[src/rtl/bitblade_acc.sv]
// Bit-sliced multiply-accumulate with per-beat precision (8b signed / 4b / 2b unsigned lanes).
// Latency: beat sum registered at accept edge T, acc updated at T+1, response valid at T+2.
// Backpressure: one response outstanding; cmd_ready drops while a MAC_LAST/READ is in flight or held.
module bitblade_acc #(
  parameter int                 W        = 32,
  parameter int                 ACC_W    = 32,
  parameter logic signed [8:0]  A_OFFSET = 9'sd128
) (
  input  logic             clk,
  input  logic             rst_n,
  input  logic             cmd_valid,
  output logic             cmd_ready,
  input  logic [1:0]       cmd_op,
  input  logic [1:0]       mode,
  input  logic [W-1:0]     in_a,
  input  logic [W-1:0]     in_b,
  output logic             rsp_valid,
  input  logic             rsp_ready,
  output logic [ACC_W-1:0] rsp_data,
  output logic             busy
);

  localparam logic [1:0] OP_MAC   = 2'b00;
  localparam logic [1:0] OP_LAST  = 2'b01;
  localparam logic [1:0] OP_CLEAR = 2'b10;
  localparam logic [1:0] OP_READ  = 2'b11;

  // Internal sum is wide enough for every lane product of a full beat, and never
  // narrower than the accumulator, so the final slice is both sign-extension and wrap.
  localparam int LOG_W = $clog2(W);
  localparam int SUM_W = (ACC_W > LOG_W + 24) ? ACC_W : LOG_W + 24;

  logic signed [SUM_W-1:0] beat_full;
  logic signed [SUM_W-1:0] term;
  logic        [ACC_W-1:0] beat_sum;

  logic             s1_vld;
  logic [1:0]       s1_op;
  logic [ACC_W-1:0] s1_sum;
  logic             s2_vld;
  logic [1:0]       s2_op;
  logic [ACC_W-1:0] s2_val;
  logic [ACC_W-1:0] acc;
  logic             rdy_en;

  logic cmd_fire;
  logic s1_rsp;
  logic s2_rsp;

  assign cmd_fire = cmd_valid & cmd_ready;
  assign s1_rsp   = s1_vld & ((s1_op == OP_LAST) | (s1_op == OP_READ));
  assign s2_rsp   = s2_vld & ((s2_op == OP_LAST) | (s2_op == OP_READ));

  // Only one response may be in flight or held; a consumed response frees the slot immediately.
  assign cmd_ready = rdy_en & ~s1_rsp & ~s2_rsp & ~(rsp_valid & ~rsp_ready);
  assign busy      = s1_vld | s2_vld | rsp_valid;

  // Lane-wise dot product of the current beat at the precision selected by mode.
  always_comb begin
    beat_full = '0;
    term      = '0;
    case (mode)
      2'b00: begin
        for (int k = 0; k < W / 8; k++) begin
          term = (SUM_W'($signed(in_a[k*8 +: 8])) + SUM_W'(A_OFFSET)) *
                 SUM_W'($signed(in_b[k*8 +: 8]));
          beat_full = beat_full + term;
        end
      end
      2'b01: begin
        for (int k = 0; k < W / 4; k++) begin
          term = $signed(SUM_W'(in_a[k*4 +: 4]) * SUM_W'(in_b[k*4 +: 4]));
          beat_full = beat_full + term;
        end
      end
      2'b10: begin
        for (int k = 0; k < W / 2; k++) begin
          term = $signed(SUM_W'(in_a[k*2 +: 2]) * SUM_W'(in_b[k*2 +: 2]));
          beat_full = beat_full + term;
        end
      end
      default: begin
        beat_full = '0;
      end
    endcase
    beat_sum = beat_full[ACC_W-1:0];
  end

  // cmd_ready is held low for the first cycle out of reset.
  always_ff @(posedge clk or negedge rst_n) begin
    if (!rst_n) rdy_en <= 1'b0;
    else        rdy_en <= 1'b1;
  end

  // Stage 1: capture op and beat sum; READ/CLEAR operands are irrelevant so carry zero.
  always_ff @(posedge clk or negedge rst_n) begin
    if (!rst_n) begin
      s1_vld <= 1'b0;
      s1_op  <= OP_MAC;
      s1_sum <= '0;
    end else begin
      s1_vld <= cmd_fire;
      if (cmd_fire) begin
        s1_op  <= cmd_op;
        s1_sum <= ((cmd_op == OP_MAC) || (cmd_op == OP_LAST)) ? beat_sum : '0;
      end
    end
  end

  // Stage 2: update the accumulator and stage the response value for MAC_LAST/READ.
  always_ff @(posedge clk or negedge rst_n) begin
    if (!rst_n) begin
      s2_vld <= 1'b0;
      s2_op  <= OP_MAC;
      s2_val <= '0;
      acc    <= '0;
    end else begin
      s2_vld <= s1_vld;
      if (s1_vld) begin
        s2_op <= s1_op;
        case (s1_op)
          OP_MAC: begin
            acc <= acc + s1_sum;
          end
          OP_LAST: begin
            s2_val <= acc + s1_sum;
            acc    <= '0;
          end
          OP_CLEAR: begin
            acc <= '0;
          end
          default: begin
            s2_val <= acc;
          end
        endcase
      end
    end
  end

  // Response register: holds until consumed; a new response may load on the handshake edge.
  always_ff @(posedge clk or negedge rst_n) begin
    if (!rst_n) begin
      rsp_valid <= 1'b0;
      rsp_data  <= '0;
    end else if (s2_rsp) begin
      rsp_valid <= 1'b1;
      rsp_data  <= s2_val;
    end else if (rsp_ready) begin
      rsp_valid <= 1'b0;
    end
  end

endmodule

[config.mk]
export PLATFORM = sky130hd
export DESIGN_NAME = bitblade_acc
export DESIGN_NICKNAME = d
export VERILOG_FILES = /design/src/rtl/bitblade_acc.sv
export SDC_FILE = /design/constraint.sdc
export NUM_CORES = 1
export LEC_CHECK = 0
export BUFFER_PORTS_ARGS = -buffer_cell sky130_fd_sc_hd__buf_4
export CORE_MARGIN = 5
export CORE_UTILIZATION = 50
export CTS_BUF_LIST = sky130_fd_sc_hd__clkbuf_4 sky130_fd_sc_hd__clkbuf_8
export CTS_CLUSTER_DIAMETER = 120
export DETAILED_ROUTE_END_ITERATION = 7
export MAX_ROUTING_LAYER = met4
export PLACE_DENSITY_LB_ADDON = 0.3
export SLEW_MARGIN = 20
export SYNTH_ARGS = -nofsm -noshare
export SYNTH_HDL_FRONTEND = slang
export SYNTH_SLANG_ARGS = --single-unit
[constraint.sdc]
create_clock -name clk -period 2.8 [get_ports clk]
set_input_delay 0.28 -clock clk [delete_from_list [all_inputs] [get_ports clk]]
set_output_delay 0.28 -clock clk [all_outputs]
set_load 0.005 [all_outputs]
# Word level (Yosys, flattened, before mapping)
# Index checks and enable logic that the tools add are counted.
dict set report classes {
  addsub 30
  multipliers 28
  n_eq_ne 8
  mux 6
  n_bitwise 16
  n_reduce_logical 10
}
# cell count
set op_table {}
lappend op_table {{$pmux W32 S2} 2}
lappend op_table {{$pmux W32 S3} 1}
lappend op_table {{$mul A10 B8 Y18} 4}
lappend op_table {{$mul A2 B2 Y4} 16}
lappend op_table {{$mul A4 B4 Y8} 8}
lappend op_table {{$add A8 B9 Y10 const B} 4}
lappend op_table {{$add A32 B32 Y32} 1}
lappend op_table {{$mux W32} 1}
lappend op_table {{$add A20 B18 Y21} 1}
lappend op_table {{$add A19 B18 Y20} 1}
lappend op_table {{$add A18 B18 Y19} 1}
lappend op_table {{$add A18 B4 Y19} 1}
lappend op_table {{$add A17 B4 Y18} 1}
lappend op_table {{$add A16 B4 Y17} 1}
lappend op_table {{$add A15 B4 Y16} 1}
lappend op_table {{$add A14 B4 Y15} 1}
lappend op_table {{$add A14 B8 Y15} 1}
lappend op_table {{$add A13 B4 Y14} 1}
lappend op_table {{$add A13 B8 Y14} 1}
lappend op_table {{$add A12 B4 Y13} 1}
lappend op_table {{$add A12 B8 Y13} 1}
lappend op_table {{$add A11 B4 Y12} 1}
lappend op_table {{$add A11 B8 Y12} 1}
lappend op_table {{$add A10 B4 Y11} 1}
lappend op_table {{20 further kinds} 45}
dict set report totals {
  reg_bits 136
  input_bits 72
  elab_cells 108
}

# Longest topological paths before layout
# Gate-level depths: netlist of run 1.
dict set report logic_depth {
  depth_word 18
  ltp_mapped 28
  depth_no_buf 27
}

# Least setup slack after synthesis of run 1
# Ideal clock, no wire load.
dict set report synth_timing {
  kind {input to register}
  from {input port in_a[15]}
  to {register s1_sum[10]}
  setup_time_ns 0.138
  t_arrival_ns 6.720
  setup_slack_ns -4.058
  stages 26
  path_buffers 1
  path_cell_list {clkbuf_1 -> and2_1 -> fa_1 -> inv_1 -> fa_1 -> fa_1 -> inv_1 -> fa_1 -> inv_1 -> fa_1 -> fa_1 -> inv_1 -> fa_1 -> inv_1 -> fa_1 -> inv_1 -> fa_1 -> a21o_1 -> a21oi_1 -> nor2b_1 -> o21ai_0 -> nand2b_1 -> a21o_1 -> a21oi_1 -> xor2_1 -> o221ai_1}
}
dict set report synth_via {
  elab_chain_cells 12
}
# element line_no
set synth_rtl {}
lappend synth_rtl {{from (decl)} 15} ;# input logic [W-1:0] in_a,
lappend synth_rtl {{$mul A2 B2 Y4} 78} ;# term = $signed(SUM_W'(in_a[k*2 +: 2]) * SUM_W'(in_b[k*2 +: 2]));
lappend synth_rtl {{$add A10 B4 Y11} 79} ;# beat_full = beat_full + term;
lappend synth_rtl {{$add A11 B4 Y12} 79}
lappend synth_rtl {{$add A12 B4 Y13} 79}
lappend synth_rtl {{$add A13 B4 Y14} 79}
lappend synth_rtl {{$add A14 B4 Y15} 79}
lappend synth_rtl {{$add A15 B4 Y16} 79}
lappend synth_rtl {{$add A16 B4 Y17} 79}
lappend synth_rtl {{$add A17 B4 Y18} 79}
lappend synth_rtl {{$add A18 B4 Y19} 79}
lappend synth_rtl {{$pmux W32 S3 *} 62} ;# case (mode)
lappend synth_rtl {{$mux W32 *} 105} ;# s1_sum <= ((cmd_op == OP_MAC) || (cmd_op == OP_LAST)) ? beat_sum : '0;
lappend synth_rtl {{to (signal assigned)} 105}
lappend synth_rtl {{to (decl)} 39} ;# logic [ACC_W-1:0] s1_sum;
# Mark *: on every way between the ends. The rest lies on a longest branch, timed or not.
# A chain may end at the register's enable or synchronous reset.

# Final worst setup path of run 1
dict set report layout_timing {
  from {input port in_b[29]}
  to {register s1_sum[12]}
}
dict set report layout_via {
  elab_chain_cells 5
}
# element line_no
set layout_rtl {}
lappend layout_rtl {{from (decl)} 16} ;# input logic [W-1:0] in_b,
lappend layout_rtl {{$mul A2 B2 Y4} 78}
lappend layout_rtl {{$add A17 B4 Y18} 79}
lappend layout_rtl {{$add A18 B4 Y19} 79}
lappend layout_rtl {{$pmux W32 S3 *} 62}
lappend layout_rtl {{$mux W32 *} 105}
# Marked as above.

==> results of run 1 <==
==> routing by layer <==
layer / track usage (%) / vias to the layer above
met4: 11.1 / 0
met1: 35.5 / 8683
met3: 2.71 / 102
met2: 50.1 / 417
met5: - / -
li1: - / 7959
==> per-stage QoR <==
| stage | area (um2) | util, % | TNS [ns] |
|---|---|---|---|
| global route | 28500 | 64.3 | -65.25 |
| detailed placement | 26600 | 59.9 | -76.63 |
| floorplan | 22700 | - | -61.46 |
| CTS | 28000 | 63.1 | -60.76 |
| finish | 28500 | 64.3 | -61.08 |
| global placement | 26600 | 59.9 | -75.70 |
==> synthesized netlist by cell type, types with 2 or more instances <==
library cell    n
a221o_1         2
mux2_2         40
a21oi_1        53
and3_1          5
nor4_1          4
nand2b_1       29
buf_1           8
o41ai_1         2
nor3_1          9
xor2_1         19
fa_1          394
nand3_1        12
a211oi_1       11
nand2_1       153
dfrtp_1       124
o22ai_1         3
o21ai_1         3
o221ai_1        2
o211ai_1        3
ha_1          304
o2111ai_1       2
nor3b_1         4
o21bai_1        9
nand3b_1        4
o21ai_0        64
or3_1           8
o21a_1          6
o31ai_1        16
inv_1         590
a21o_1         23
or4_1           2
clkbuf_1       35
nor2b_1        38
and2_1        149
a31o_2          3
a22o_1         24
nor2_1         43
xnor2_1        33
mux2i_1        30
a31oi_1         5
==> critical path, delay by kind of cell <==
family	cells	cell delay (ns)
AO/OA/AOI/OAI	5	0.70
buffers and inverters	7	0.56
XOR/XNOR	1	0.20
AND/OR/NAND/NOR	2	0.38
adder cells (fa/ha/maj)	9	4.30
==> repair_timing <==
action | in CTS | in global routing
pin swaps | 143 | 98
endpoints found under the setup margin | 38 | 42
gates resized for setup | 217 | 126
hold buffers | 1 | 0
buffers inserted | 24 | 10
endpoints found under the hold margin | 21 | 0
cloned | 0 | 1
==> logic make-up (layout without fill, tap and decap cells) <==
logic type                 after synthesis  after routing  share of synthesized area, %
AOI/OAI and AO/OA                      246            246                          7.29
xor gates and xnor gates                52             52                          2.03
adders and majority gates              698            698                          52.1
buffers and inverters                  634           1086                          10.6
DFF                                    124            124                          13.8
muxes                                   70             70                          3.35
other                                    1              1                        0.0167
and+or+nand+nor                        466            466                          10.8
==> how the worst max path moves through the flow <==
stage                  to  slack, ns
5_1_grt        s1_sum[30]      -3.48
2_1_floorplan  s1_sum[10]      -3.47
6_report       s1_sum[12]      -3.31
4_1_cts        s1_sum[30]      -3.35
3_3_place_gp   s1_sum[30]      -3.97
3_5_place_dp   s1_sum[30]      -3.94
==> registers in the layout, summed over array words and instances (netlist names), 2 cells and up <==
signal	cells
rsp_data	32
s1_op	2
s2_val	32
s1_sum	21
acc	32
==> final cells by class <==
class / count / area share [%]
well taps: 592 / 2.60
inverters: 590 / 7.80
repair buffers: 464 / 13.5
flip-flops and latches: 124 / 10.9
multi-input cells: 1533 / 63.7
clock buffers: 20 / 0.944
clock inverters: 12 / 0.562
==> impl_metrics.json, run 1 <==
{
  "async_reset_ff_share_pct": 100,
  "path_cells": "buf_8 > and2_4 > fa_1 > inv_1 > fa_1 > fa_1 > inv_1 > fa_1 > fa_1 > fa_1 > fa_1 > inv_1 > fa_1 > inv_2 > ha_4 > o21ai_2 > or2_4 > a221o_1 > buf_4 > buf_6 > o21bai_1 > a21oi_1 > xor2_1 > o21ai_1",
  "fin_hold_ws_ns": 0.0776,
  "diodes": 0,
  "die-area_um2": 49200,
  "wl_met1_mm": 28.2,
  "drv_cap": 0,
  "ys_ff_latch": 124,
  "routed.top_layer": "met4",
  "setup_viol": 24,
  "vias": 17200,
  "grt_start_max_net_pins": 66,
  "clkTransAtPathRegs_ns": 0.07,
  "wl_mm": 68.9,
  "setup_slack_ns": -3.31,
  "grt_setup_unrepaired": "true",
  "dp_hpwl_mm": 61.3,
  "drt_iter0_drc": 917,
  "dr_wl_met2_mm": 35.0,
  "synthCells": 2291,
  "synth_area_leaders": "fa_1 35%, ha_1 17%, dfrtp_1 14%, inv_1 9.9%, and2_1 4.2%",
  "period_minus_slack_ns": 6.11,
  "die_x_um": 222,
  "min-delay-path-class": "in -> reg",
  "fmax_ghz": 0.164,
  "root_buffer": "clkbuf_8",
  "vias_per_cell": 5.15,
  "final_cell_mix": "525 x inv_1, 396 x buf_4, 346 x fa_1",
  "cp.arrival_ns": 6.43,
  "min_path_cells": 2,
  "clkLatencyLatePin_ns": 0.43,
  "fill_cells": 3651,
  "startpoint": "in_b[29]",
  "remaining_drc_errors": 0,
  "ys.flop_type": "dfrtp_1",
  "violations": "setup timing",
  "hold_viol": 0,
  "area_delta_synth_final_pct": 26.9,
  "yosys.area.top_type": "fa_1",
  "dp.cells": 3276,
  "ys_warn_count": 0,
  "syn-cell-area_um2": 22400,
  "r2r_setup_slack_ns": -0.09,
  "required_ns": 3.12,
  "maxSlewHeadroom_pct": 45.5,
  "mappedNetlistNets": 3061,
  "grt_use_total_pct": 29.0,
  "layoutNonFillerInstCount": 3335,
  "gp_congestion": 1.00,
  "multiInputGateArea_um2": 18200,
  "wl_per_cell_um": 20.7,
  "fin_skew_ns": 0.0103,
  "antenna_found_initial": 0,
  "syn_area_per_cell_um2": 9.79,
  "die_h_um": 222,
  "postRouteAntennaNets": 0,
  "slew_violations": 0,
  "path_class": "in -> reg",
  "seq_area_frac_synth_pct": 13.8,
  "critPathMaxFanout": 4,
  "layout_commonest_cell": "inv_1",
  "htree_levels": 4,
  "critPathMaxStageDelay_ns": 0.54,
  "cts_made_buffers": 17,
  "r2r_start": "s1_sum[0]",
  "slowest_stage": "fa_1",
  "core_area_um2": 44300,
  "timing.critical_path.mode_cell": "fa_1",
  "drive_gt1_share_pct": 30.1,
  "synth_edf_count": 0,
  "rows": 77,
  "cts_buffer_depth": 2,
  "min_to": "rsp_valid",
  "status": "finished with violations",
  "yosysUniqueCellTypes": 63,
  "drt_pre_antenna_iters": 5,
  "period_share_pct": 218,
  "cts_tree": "yes",
  "start_util_pct": 50.6,
  "hold_start": "rsp_ready",
  "rr_worst_depth": 13,
  "grt_pass1_wl_mm": 107,
  "pre_cts_ws_ns": -3.94,
  "seq_area_um2": 3100,
  "worstMarginPinSlew_ns": 0.817,
  "top_level_ports": 107,
  "synth_top_cell_area_share_pct": 35.1,
  "fin_nets": 3500,
  "port_buffers": 106,
  "r2r-end": "s2_val[26]",
  "cts.sinks": 124,
  "endpoint_kind": "flip-flop",
  "grt_pass1_vias": 18900,
  "startpoint_type": "primary input",
  "overflow": 0,
  "wl_met3_mm": 2.52
}
Power of run 1 is not shown: default switching activity piles up to over one toggle a cycle in this logic, so the estimate is an artifact.
==> run 2, diff against run 1 <==
- TNS_END_PERCENT: unset -> 50
- clock period: 2.8 -> 7.3 ns (I/O delays scaled with it)
==> impl_metrics.json, run 2 (same netlist as run 1, synthesis figures left out) <==
{
  "status": "completed",
  "start_util_pct": 50.6,
  "drt_pre_antenna_iters": 5,
  "cts.repair.resized": 0,
  "rows": 77,
  "critPathMaxStageDelay_ns": 0.55,
  "top_level_ports": 107,
  "clkTransAtPathRegs_ns": 0.08,
  "endpoint_kind": "flip-flop",
  "critPathBufInv": 7,
  "min-delay-path-class": "in -> async",
  "slowest_stage": "fa_1",
  "layoutNonFillerInstCount": 3157,
  "wl_per_cell_um": 20.5,
  "fmax_ghz": 0.141,
  "grt_start_max_net_pins": 79,
  "grt_pass1_vias": 17900,
  "grt_setup_unrepaired": "true",
  "reg.largest.list": "acc (32), rsp_data (32), s2_val (32)",
  "die_x_um": 222,
  "antenna_found_initial": 1,
  "tns_ns": 0,
  "layout_commonest_cell": "inv_1",
  "startpoint_type": "primary input",
  "dp.cells": 3124,
  "grt_pass1_wl_mm": 102,
  "port_buffers": 106,
  "required_ns": 7.63,
  "area_delta_synth_final_pct": 14.0,
  "fin_nets": 3321,
  "grt_use_total_pct": 27.5,
  "maxSlewHeadroom_pct": 34.8,
  "worstMarginPinSlew_ns": 0.975,
  "wl_mm": 64.8,
  "cp.arrival_ns": 7.42,
  "drv_cap": 0,
  "fin_skew_ns": 0.00774,
  "htree_levels": 4,
  "slew_violations": 0,
  "postRouteAntennaNets": 0,
  "fill_cells": 3930,
  "vias_per_cell": 5.14,
  "clkLatencyLatePin_ns": 0.45,
  "root_buffer": "clkbuf_8",
  "postCtsSetupBuffers": 0,
  "gp_congestion": 0.957,
  "cts_tree": "yes",
  "cts_hold_buf": 0,
  "timing.critical_path.mode_cell": "fa_1",
  "cts.sinks": 124,
  "final_cell_mix": "590 x inv_1, 392 x fa_1, 303 x ha_1",
  "hold_viol": 0,
  "dp_hpwl_mm": 58.6,
  "overflow": 0,
  "period_share_pct": 97.1,
  "drt_iter0_drc": 871,
  "critPathMaxFanout": 8,
  "remaining_drc_errors": 0,
  "period_minus_slack_ns": 7.09,
  "core_area_um2": 44300,
  "vias": 16200,
  "crit_family": "adder cells",
  "setup_viol": 0,
  "cts_buffer_depth": 2,
  "die_h_um": 222,
  "drive_gt1_share_pct": 14.5,
  "die-area_um2": 49200,
  "cts_made_buffers": 17,
  "path_class": "in -> reg"
}
run 2: cell count changes in the layout (fill, tap and decap cells not counted), sizes merged:
cell         previous run  this run
buf                   462       285
clkinvlp                2         8
clkinv                  5         1
bufinv                  3         0
clkbuf                 21        18
inv                   592       595
diode                   0         1
dlygate4sd3             1         0
run 2: final timing paths:
path,start,to,slack [ns],cells after the start
setup / recovery,in_a[4],s1_sum[30],0.21,26
hold / removal,rst_n,acc[7],0.27,1
setup reg to reg,s1_sum[0],s2_val[24],3.73,12
hold reg to reg,s2_val[19],s2_val[19],0.48,1
max in group asynchronous,rst_n,s2_val[26],5.61,2
min in group clk,s2_val[19],s2_val[19],0.48,1
run 2: cell type report:
| class | instances | area, um2 | share of cell area [%] |
|---|---|---|---|
| clock buffer | 18 | 248 | 0.969 |
| antenna | 1 | 2.50 | 0.00978 |
| timing repair buffer | 285 | 2180 | 8.51 |
| multi-input combinational | 1533 | 17000 | 66.4 |
| tap | 592 | 741 | 2.90 |
| inverter | 590 | 2210 | 8.66 |
| sequential | 124 | 3100 | 12.1 |
| clock inverter | 14 | 111 | 0.435 |
run 2: metrics by stage:
step / hold slack [ns] / util [%] / setup WS [ns] / instance area, um2
after CTS: 0.282 / 57.7 / 0.0952 / 25600
after floorplan: 0.434 / - / 0.0259 / 22400
after global placement: 0.457 / 56.9 / -0.332 / 25200
after detailed placement: 0.467 / 56.9 / -0.398 / 25200
final: 0.273 / 57.7 / 0.209 / 25600
after global routing: 0.306 / 57.7 / -0.0312 / 25600
run 2: layer usage:
| layer | up-vias | GRT usage [%] | share of wire, % |
|---|---|---|---|
| li1 | 7599 | - | - |
| met1 | 8167 | 35.2 | 42 |
| met2 | 383 | 47.4 | 50 |
| met3 | 86 | 2.01 | 3.5 |
| met4 | 0 | 8.35 | 3.6 |
| met5 | - | - | 0 |
run 2: worst reg2reg max path: stages, from the launching register on:
cell and delay, ns:
dfrtp_1 0.40, ha_1 0.22, inv_1 0.07, fa_1 0.39
nand2b_1 0.20, a211oi_1 0.46, o21ai_0 0.29, nand2_1 0.20
a41oi_1 0.23, o31ai_1 0.36, xnor2_1 0.19, mux2i_1 0.16
mux2_2 0.30
Power of run 2 is left out for the same reason.
